File: config.mk
export PLATFORM = sky130hd
export DESIGN_NAME = tdc_wsign
export DESIGN_NICKNAME = d
export VERILOG_FILES = /design/src/rtl/tdc_wsign.sv
export SDC_FILE = /design/constraint.sdc
export NUM_CORES = 1
export LEC_CHECK = 0
export CAP_MARGIN = 10
export CORE_MARGIN = 2
export CORE_UTILIZATION = 35
export CTS_BUF_LIST = sky130_fd_sc_hd__clkbuf_4 sky130_fd_sc_hd__clkbuf_8
export CTS_CLUSTER_DIAMETER = 100
export DETAILED_ROUTE_END_ITERATION = 16
export SKIP_CTS_REPAIR_TIMING = 1
export SLEW_MARGIN = 0
export SYNTH_ARGS = -nofsm -noshare
export SYNTH_HDL_FRONTEND = slang
export SYNTH_SLANG_ARGS = --single-unit
File: constraint.sdc
create_clock -name clk -period 2.2 [get_ports clk]
set_input_delay 0.44 -clock clk [delete_from_list [all_inputs] [get_ports clk]]
set_output_delay 0.44 -clock clk [all_outputs]
set_load 0.005 [all_outputs]
File: src/rtl/tdc_wsign.sv
// tdc_wsign: measures a synchronous pulse width in clk cycles and reports a saturated signed code.
// Optional abort on long pulses when TDC_TIMEOUT_EN is defined.
module tdc_wsign #(
    parameter int WIDTH   = 8,
    parameter int CNT_W   = WIDTH + 1,
    parameter int TIMEOUT = 300
) (
    input  logic             clk,
    input  logic             rst,
    input  logic             pulse_in,
    input  logic             sign_in,
    output logic [WIDTH-1:0] dout,
    output logic             dout_valid,
    output logic             overflow,
    output logic             busy
);
    typedef enum logic [1:0] {IDLE, MEASURE, REPORT} state_t;

    localparam logic [CNT_W-1:0] MAXP = CNT_W'(2 ** (WIDTH - 1) - 1);
    localparam logic [CNT_W-1:0] MAXN = CNT_W'(2 ** (WIDTH - 1));
    localparam logic [CNT_W-1:0] TMO  = CNT_W'(TIMEOUT);
`ifdef TDC_TIMEOUT_EN
    localparam bit TO_EN = 1'b1;
`else
    localparam bit TO_EN = 1'b0;
`endif

    state_t state_q, state_d;
    logic [CNT_W-1:0] cnt_q, cnt_d, mag, neg;
    logic [WIDTH-1:0] dout_q, dout_d;
    logic sign_q, sign_d, ovf_q, ovf_d, pulse_q, rise, to_hit;

    always_comb begin
        rise    = pulse_in & ~pulse_q;
        to_hit  = TO_EN && pulse_in && (cnt_q >= TMO);
        mag     = sign_q ? ((cnt_q > MAXN) ? MAXN : cnt_q) : ((cnt_q > MAXP) ? MAXP : cnt_q);
        neg     = CNT_W'(0) - mag;
        state_d = state_q;
        cnt_d   = cnt_q;
        sign_d  = sign_q;
        dout_d  = dout_q;
        ovf_d   = ovf_q;
        if (state_q == MEASURE) begin
            if (to_hit) begin
                state_d = REPORT;
                dout_d  = sign_q ? WIDTH'(CNT_W'(0) - MAXN) : WIDTH'(MAXP);
                ovf_d   = 1'b1;
            end else if (pulse_in) begin
                cnt_d = (cnt_q == '1) ? cnt_q : cnt_q + 1'b1;
            end else begin
                state_d = REPORT;
                dout_d  = sign_q ? neg[WIDTH-1:0] : mag[WIDTH-1:0];
                ovf_d   = sign_q ? (cnt_q > MAXN) : (cnt_q > MAXP);
            end
        end else if (rise) begin
            // Accepted from IDLE and from REPORT, so back-to-back pulses are measured.
            state_d = MEASURE;
            cnt_d   = CNT_W'(1);
            sign_d  = sign_in;
        end else begin
            state_d = IDLE;
        end
    end

    always_ff @(posedge clk) begin
        if (rst) begin
            state_q <= IDLE;
            cnt_q   <= '0;
            sign_q  <= 1'b0;
            dout_q  <= '0;
            ovf_q   <= 1'b0;
            pulse_q <= 1'b1;
        end else begin
            state_q <= state_d;
            cnt_q   <= cnt_d;
            sign_q  <= sign_d;
            dout_q  <= dout_d;
            ovf_q   <= ovf_d;
            pulse_q <= pulse_in;
        end
    end

    assign dout       = dout_q;
    assign overflow   = ovf_q;
    assign dout_valid = (state_q == REPORT);
    assign busy       = (state_q == MEASURE);
endmodule

==> results of run 1 <==
## power by group
part           total, uW  leakage, uW  switching, uW  internal (uW)
Combinational       61.6     0.000278           33.8           27.8
Clock                295    0.0000288            136            160
Sequential           409     0.000178           5.15            404
## through the flow
stage	utilization [%]	hold WS, ps
2_1_floorplan	-	448
3_3_place_gp	38.8	441
3_5_place_dp	38.8	449
4_1_cts	40.3	461
5_1_grt	40.3	496
6_report	40.3	459
## kinds of logic after synthesis
kind of cell / count (synthesis) / share of synthesized area, %
AO/OA/AOI/OAI: 42 / 22.1
XOR/XNOR: 3 / 2.01
adder cells (fa/ha/maj): 3 / 2.87
buffers and inverters: 19 / 12.1
flip-flops: 22 / 33.7
multiplexers: 1 / 0.765
AND/OR/NAND/NOR: 63 / 26.5
## cell usage in the layout (no fill, tap or decap), drive strengths merged, types with 5 or more instances in the layout
cell type,count
o21ai,7
a21oi,12
clkdlybuf4s50,14
inv,6
nor2,15
buf,5
nor3,6
dfxtp,22
nor3b,6
nand2,12
## flip-flops by register name (all words and copies together) (netlist names)
| register | cells |
|---|---|
| dout | 8 |
| pulse_q | 1 |
| overflow | 1 |
| sign_q | 1 |
| state_q | 2 |
| cnt_q | 9 |
## routing by layer
layer	track usage, %	vias to the layer above	wire length [um]	part of all wire (%)
met5	0	-	0	0
met4	6.25	0	44	1.5
met1	19.9	549	1380	48
met2	25.4	23	1310	46
li1	-	573	-	-
met3	2.57	5	109	3.8
## layout make-up
type	instances	area [sq um]
sequential	22	440
multi-input combinational	112	709
inverter	6	22.5
tap	48	60.1
timing repair buffer	19	178
fill	386	2170
clock buffer	4	55.1
## critical path: stages, from the launching register on
cell and delay, ps:
dfxtp_1 320, ha_1 260, nand3_1 100, nor2_1 50
ha_1 220, nand3b_1 130, o211ai_1 230, or4_1 460
a21oi_1 140
## how the worst max path moves through the flow
stage,start,end,cells past startpoint
after global routing,cnt_q[5],cnt_q[4],7
after detailed placement,pulse_in,cnt_q[6],4
after floorplan,cnt_q[0],cnt_q[6],8
final,cnt_q[0],cnt_q[6],8
after global placement,pulse_in,cnt_q[6],4
after CTS,cnt_q[0],cnt_q[6],8
==> summary.txt, run 1 <==
Timing
  – Fin Setup TNS: 0 ps
  – RSZ-0062 raised after global routing: false
  – Fmax: 510 MHz
  – Max-slew headroom: 60.7%
  – Fin crit share: 89.1%
  – Setup Viol. Count Final: 0
  – Hold Violations, Final: 0
  – Worst slew pin tran: 584 ps
  – Post-route minimum period: 1960 ps
  – Setup WS post-layout: 239 ps
  – Clock skew: 1.06 ps
  – Max Slew Vio Count: 0

Setup path
  – Reg2Reg Depth: 8
  – R2R Setup Slk: 240 ps
  – Critical path startpoint category: register
  – Critical Path RT: 2410 ps
  – Terminus of the critical flop-to-flop path: cnt_q[6]
  – Critical path endpoint category: register
  – Worst Path Max Fanout: 8
  – Worst setup path class: reg -> reg
  – Reg2reg start: cnt_q[0]
  – Critical Path AT: 2170 ps

Synthesis
  – Top cells by count, synth: dfxtp_1, nor2_1, nand2_1, a21oi_1, o21ai_0
  – Yosys cell types: 47
  – Cells taking the most area after synthesis: dfxtp_1, buf_6, nor2_1
  – Number of synthesis warnings: 0
  – Synth top area share: 33.7%
  – Area leader, netlist: dfxtp_1
  – FFs w/ async S/R, synth: 0%
  – Top-count cell post-synth: dfxtp_1
  – Netlist area before placement: 1310 sq um
  – Most used DFF post-synth: dfxtp_1
  – EDFF count, synth: 0
  – Sequential area share after synthesis: 33.7%
  – Cells after synthesis: 153
  – Avg Synthesized Cell Area: 8.55 sq um
  – Mapped Nets: 160
  – Synthesized flop and latch total: 22

Min path
  – Hold Path End: dout[2]
  – Hold Path Cell Cnt: 2
  – Worst hold start: dout[2]
  – Hold Path Class: reg -> reg

Place
  – Gpl congestion: 0.833
  – Placed cells: 207
  – DP Area: 1410 sq um
  – I/O Buffers: 14
  – HPWL Detailed: 2.11 mm
  – Setup WS pre-CTS: 187 ps

Clock tree
  – TritonCTS clock tree: built
  – Clk_lat worst skew: 270 ps
  – Clock root buffer master: clkbuf_8
  – Clock Sinks: 22
  – CTS Buffer Depth: 2
  – CTS buffer count: 3
  – H-tree depth: 1
  – Clock-pin slew of the registers on the worst-case setup and hold paths: 80 ps

Global routing
  – Antenna violations before repair: 0
  – Total grt overflow: 0
  – First-pass GRT wire length: 5.09 mm
  – Total Routing Usage GR: 15.3%
  – Vias in the first global route: 1109
  – Largest net degree at the start of global routing: 17

Detailed routing
  – Iteration-0 DRC Markers: 44
  – Via density per instance: 5.45
  – DR vias: 1150
  – # DRC: 0
  – WL final: 2.85 mm
  – Detail Route Antenna Nets: 0
  – TritonRoute pass-1 iters: 4
  – WL/cell: 13.5 um

Die
  – DIE WIDTH: 65.2 um
  – Row cnt: 22
  – DIE AREA: 4240 sq um
  – Area of the core: 3630 sq um
  – Initial core utilization: 36.0%
  – IO Pins: 15
  – Die H: 65.2 um

Power and ir drop
  – Power Density: 523 nW/um^2
  – Leakage: 0.000484 uW
  – Total power: 766 uW
  – VDD IR max: 0.384 mV

Job
  – Max Cap Viol: 0

Final layout
  – Layout Nets: 171
  – Final instance area: 1470 sq um
  – Finished Layout Cells: 211
  – Layout area overhead: 12.0%
  – Layout cells sized above 1: 10.4%
  – Antenna Cells: 0

Status
  – Outcome: finished clean
Note: power is estimated with default switching activity, not from simulation.
==> run 2, diff against run 1 <==
--- a/config.mk
+++ b/config.mk
@@ -6,6 +6,7 @@
 export NUM_CORES = 1
 export LEC_CHECK = 0
 export CAP_MARGIN = 10
+export CORE_ASPECT_RATIO = 1.2
 export CORE_MARGIN = 2
 export CORE_UTILIZATION = 35
 export CTS_BUF_LIST = sky130_fd_sc_hd__clkbuf_4 sky130_fd_sc_hd__clkbuf_8
==> summary.txt, run 2 (same netlist as run 1, synthesis figures left out) <==
Setup path
  – Critical path startpoint category: register
  – Critical Path RT: 2400 ps (about the same)
  – Slowest CP cell: dfxtp_1
  – Reg2reg start: cnt_q[3]
  – Terminus of the critical flop-to-flop path: cnt_q[4]
  – R2R Setup Slk: 210 ps (-30 ps)
  – Worst path cell trace: nand4_1 -> nor2_1 -> ha_1 -> nand3b_1 -> o211ai_1 -> o21ai_0 -> a21oi_1
  – Reg2Reg Depth: 7 (-1)
  – Stages on worst setup path: 7 (-1)
  – Max stage delay on crit path: 550 ps (+90 ps)
  – Critical path endpoint category: register
  – Worst path bufs/invs: 0 (unchanged)
  – Delay-heaviest family, CP: compound AO/OA/AOI/OAI gates
  – Critical Path AT: 2190 ps (+20 ps)
  – Worst Path Max Fanout: 10 (+2)
  – Worst setup path class: reg -> reg

Global routing
  – Largest net degree at the start of global routing: 17 (unchanged)
  – Total grt overflow: 0 (unchanged)
  – First-pass GRT wire length: 5.24 mm (+2.8%)
  – Total Routing Usage GR: 15.8% (+0.48 points)
  – Antenna violations before repair: 0 (unchanged)
  – Vias in the first global route: 1164 (+5.0%)

Final layout
  – Layout area overhead: 10.5%
  – Fill count: 383 (-0.78%)
  – Antenna Cells: 0 (unchanged)
  – Final instance area: 1450 sq um (-1.3%)
  – Layout Nets: 170 (-0.58%)
  – Layout cells sized above 1: 9.88% (-0.55 points)
  – Most common cell after layout, fill and taps aside: dfxtp_1
  – Layout Utilization: 40.1% (-0.18 points)
  – Most frequent cells in the layout: dfxtp_1, nor2_1, clkdlybuf4s50_1
  – Max reg flops: 9 (unchanged)
  – Largest Register: cnt_q

Place
  – I/O Buffers: 14 (unchanged)
  – Gpl congestion: 0.844 (+1.3%)
  – HPWL Detailed: 2.18 mm (+3.2%)
  – DP Area: 1390 sq um (-1.3%)

Min path
  – Hold Path End: dout[4]
  – Hold Path Cell Cnt: 2 (unchanged)
  – Worst hold start: dout[4]
  – Hold Path Class: reg -> reg

Timing
  – Fin crit share: 90.5% (+1.4 points)
  – Post-route minimum period: 1990 ps (+30.9 ps)
  – Max Slew Vio Count: 0 (unchanged)
  – Worst slew pin tran: 652 ps (+67.7 ps)
  – Clock skew: 1.58 ps (+0.518 ps)
  – Fmax: 502 MHz (-1.6%)
  – Setup Viol. Count Final: 0 (unchanged)
  – RSZ-0062 raised after global routing: false
  – Fin Setup TNS: 0 ps (unchanged)
  – Hold Violations, Final: 0 (unchanged)
  – WHS: 464 ps (+5.07 ps)
  – Max-slew headroom: 56.2% (-4.6 points)

Clock tree
  – CTS buffer count: 3 (unchanged)
  – Clock-pin slew of the registers on the worst-case setup and hold paths: 80 ps (about the same)
  – Clock root buffer master: clkbuf_8
  – TritonCTS clock tree: built
  – CTS Buffer Depth: 2 (unchanged)
  – H-tree depth: 1 (unchanged)
  – Clock Sinks: 22 (unchanged)
  – Clk_lat worst skew: 270 ps (about the same)

Detailed routing
  – DR vias: 1166 (+1.4%)
  – Detail Route Antenna Nets: 0 (unchanged)
  – WL final: 2.91 mm (+2.1%)
  – TritonRoute pass-1 iters: 4 (unchanged)
  – WL/cell: 14.5 um (+7.1%)
  – Via density per instance: 5.80 (+6.4%)
  – Iteration-0 DRC Markers: 60 (+36%)
  – # DRC: 0 (unchanged)

Die
  – IO Pins: 15 (unchanged)
  – DIE WIDTH: 59.8 um (-8.2%)
  – Area of the core: 3600 sq um (-0.83%)
  – DIE AREA: 4250 sq um (about the same)
  – Initial core utilization: 36.3% (+0.30 points)
  – Die H: 71.0 um (+9.0%)
  – Row cnt: 24 (+9.1%)

Status
  – Outcome: finished clean

Power and ir drop
  – Leakage: 0.000479 uW (-1.1%)
  – Power Density: 527 nW/um^2 (+0.91%)
  – Total power: 763 uW (-0.39%)
  – VDD IR max: 0.380 mV (-1.2%)

Job
  – Max Cap Viol: 0 (unchanged)
[run 2: cell count changes in the layout (fill, tap and decap cells not counted), sizes merged]
cell and change:
buf -1
[run 2: layout make-up]
class	instances	area, sq um	area share [%]
Inverter	6	22.5	1.56
Timing Repair Buffer	18	170	11.8
Sequential cell	22	440	30.4
Multi-Input combinational cell	112	709	49.0
Clock buffer	4	55.1	3.81
Tap cell	39	48.8	3.37
[run 2: worst register-to-register path, delay by kind of cell, from the launching register on]
family	cells	cell delay, ps
compound gates	3	590
fa+ha+maj	1	230
flops	1	550
simple gates	3	560
[run 2: report_power, final]
part	switching, uW	total (uW)	internal, uW
clock	132	292	160
sequential	5.04	409	404
combinational	34.3	62.2	27.9
total	172	763	591
[run 2: how the worst max path moves through the flow]
stage / end / from
3_3_place_gp: cnt_q[6] / pulse_in
5_1_grt: cnt_q[4] / cnt_q[3]
4_1_cts: cnt_q[4] / cnt_q[3]
2_1_floorplan: cnt_q[6] / cnt_q[0]
6_report: cnt_q[4] / cnt_q[3]
3_5_place_dp: cnt_q[6] / pulse_in
[run 2: layer usage]
metal	vias to the layer above	routed length, um	part of all wire [%]	GRT usage, %
met5	-	0	0	0
met4	0	57	2.0	8.40
met3	5	139	4.8	2.38
met2	23	1530	52	25.7
met1	566	1190	41	19.6
li1	572	-	-	-
[run 2: stage by stage]
step / setup WS [ps] / cells
5_1_grt: 40.9 / 201
4_1_cts: 206 / 201
2_1_floorplan: 438 / 153
3_5_place_dp: 213 / 197
6_report: 208 / 201
3_3_place_gp: 247 / 197
==> run 3, diff against run 2 <==
--- a/config.mk
+++ b/config.mk
@@ -6,12 +6,15 @@
 export NUM_CORES = 1
 export LEC_CHECK = 0
 export CAP_MARGIN = 10
+export CELL_PAD_IN_SITES_DETAIL_PLACEMENT = 1
+export CELL_PAD_IN_SITES_GLOBAL_PLACEMENT = 1
 export CORE_ASPECT_RATIO = 1.2
 export CORE_MARGIN = 2
 export CORE_UTILIZATION = 35
 export CTS_BUF_LIST = sky130_fd_sc_hd__clkbuf_4 sky130_fd_sc_hd__clkbuf_8
 export CTS_CLUSTER_DIAMETER = 100
 export DETAILED_ROUTE_END_ITERATION = 16
+export PLACE_DENSITY_LB_ADDON = 0.1
 export SKIP_CTS_REPAIR_TIMING = 1
 export SLEW_MARGIN = 0
 export SYNTH_ARGS = -nofsm -noshare
==> summary.txt, run 3 (same netlist as run 1, synthesis figures left out) <==
Clock tree
  – Clock-pin slew of the registers on the worst-case setup and hold paths: 80 ps (about the same)
  – Clk_lat worst skew: 260 ps (about the same)
  – Clock root buffer master: clkbuf_8
  – H-tree depth: 1 (unchanged)
  – CTS buffer count: 3 (unchanged)
  – Clock Sinks: 22 (unchanged)
  – CTS Buffer Depth: 2 (unchanged)
  – TritonCTS clock tree: built

Final layout
  – Largest Register: cnt_q
  – Layout Nets: 176 (+3.5%)
  – Fill count: 463 (+21%)
  – Layout area overhead: 12.9%
  – Layout cells sized above 1: 12.6% (+2.7 points)
  – Most common cell after layout, fill and taps aside: dfxtp_1
  – Register Area: 440 sq um (unchanged)
  – Most frequent cells in the layout: dfxtp_1, nor2_1, clkdlybuf4s50_1
  – Antenna Cells: 0 (unchanged)
  – Max reg flops: 9 (unchanged)
  – Area occupied by multi-input gates: 709 sq um (unchanged)

Detailed routing
  – Detail Route Antenna Nets: 0 (unchanged)
  – # DRC: 0 (unchanged)
  – Via density per instance: 5.85 (+0.84%)
  – WL final: 3.58 mm (+23%)
  – WL/cell: 17.4 um (+20%)
  – Iteration-0 DRC Markers: 31 (-48%)
  – DR vias: 1205 (+3.3%)
  – TritonRoute pass-1 iters: 4 (unchanged)

Timing
  – WHS: 457 ps (-6.88 ps)
  – Max-slew headroom: 60.0% (+3.8 points)
  – Clock skew: 2.75 ps (+1.18 ps)
  – Post-route minimum period: 1990 ps (-2.38 ps)
  – Setup Viol. Count Final: 0 (unchanged)
  – Max Slew Vio Count: 0 (unchanged)
  – Fmax: 503 MHz (+0.12%)
  – Hold Violations, Final: 0 (unchanged)
  – RSZ-0062 raised after global routing: false
  – Worst slew pin tran: 595 ps (-57.0 ps)
  – Fin Setup TNS: 0 ps (unchanged)
  – Fin crit share: 90.4% (-0.11 points)

Global routing
  – First-pass GRT wire length: 6.24 mm (+19%)
  – Largest net degree at the start of global routing: 17 (unchanged)
  – Antenna violations before repair: 0 (unchanged)
  – Vias in the first global route: 1284 (+10%)
  – Total Routing Usage GR: 19.1% (+3.3 points)
  – Total grt overflow: 0 (unchanged)

Setup path
  – Critical path startpoint category: register
  – Critical Path AT: 2180 ps (about the same)
  – Worst Path Max Fanout: 8 (-2)
  – Worst setup path class: reg -> reg
  – Critical Path RT: 2390 ps (about the same)
  – Critical path endpoint category: register

Die
  – Area of the core: 3600 sq um (unchanged)
  – Initial core utilization: 36.3% (unchanged)
  – Row cnt: 24 (unchanged)
  – DIE WIDTH: 59.8 um (unchanged)
  – Die H: 71.0 um (unchanged)
  – IO Pins: 15 (unchanged)
  – DIE AREA: 4250 sq um (unchanged)

Place
  – HPWL Detailed: 2.68 mm (+23%)
  – I/O Buffers: 14 (unchanged)
  – Gpl congestion: 0.728 (-14%)

Job
  – Max Cap Viol: 0 (unchanged)

Status
  – Outcome: finished clean

Power and ir drop
  – Leakage: 0.000504 uW (+5.2%)
  – VDD IR max: 0.205 mV (-46%)
  – Power Density: 491 nW/um^2 (-7.0%)

Min path
  – Hold Path Class: reg -> reg
run 3: final timing paths:
check                   to  slack, ps  startpoint  cells after the start
setup / recovery  cnt_q[6]        210    cnt_q[0]                      8
setup reg to reg  cnt_q[6]        210    cnt_q[0]                      8
hold reg to reg    dout[4]        460     dout[4]                      2
hold / removal     dout[4]        460     dout[4]                      2
run 3: worst max-delay path: stages, from the launching register on:
cell and delay [ps]:
dfxtp_1 320, ha_1 260, nand3_1 100, nor2_1 50
ha_1 220, nand3b_1 110, o211ai_1 240, or4_1 470
a21oi_1 140
run 3: final cells by class:
cell class | instances | area share, %
sequential | 22 | 29.8
inverter | 6 | 1.52
multi-input combinational | 112 | 48.0
timing repair buffer | 24 | 14.6
tap | 39 | 3.30
clock buffer | 3 | 2.79
run 3: where the power goes:
part | switching [uW] | internal (uW)
combinational | 35.9 | 29.5
clock | 128 | 122
sequential | 5.52 | 404
run 3: routing by layer:
| metal | share of wire [%] | global-route usage (%) |
|---|---|---|
| met1 | 44 | 24.0 |
| met2 | 53 | 32.7 |
| met3 | 2.0 | 2.93 |
| met4 | 1.3 | 6.17 |
| met5 | 0 | 0 |
run 3: stage by stage:
stage | instances | util [%] | worst slack [ps] | area (sq um) | total power [uW]
6_report | 206 | 41.0 | 211 | 1480 | 725
2_1_floorplan | 153 | - | 438 | 1310 | 464
4_1_cts | 206 | 41.0 | 178 | 1480 | 738
5_1_grt | 206 | 41.0 | 45.9 | 1480 | 762
3_3_place_gp | 203 | 39.9 | 188 | 1440 | 483
3_5_place_dp | 203 | 39.9 | 133 | 1440 | 485
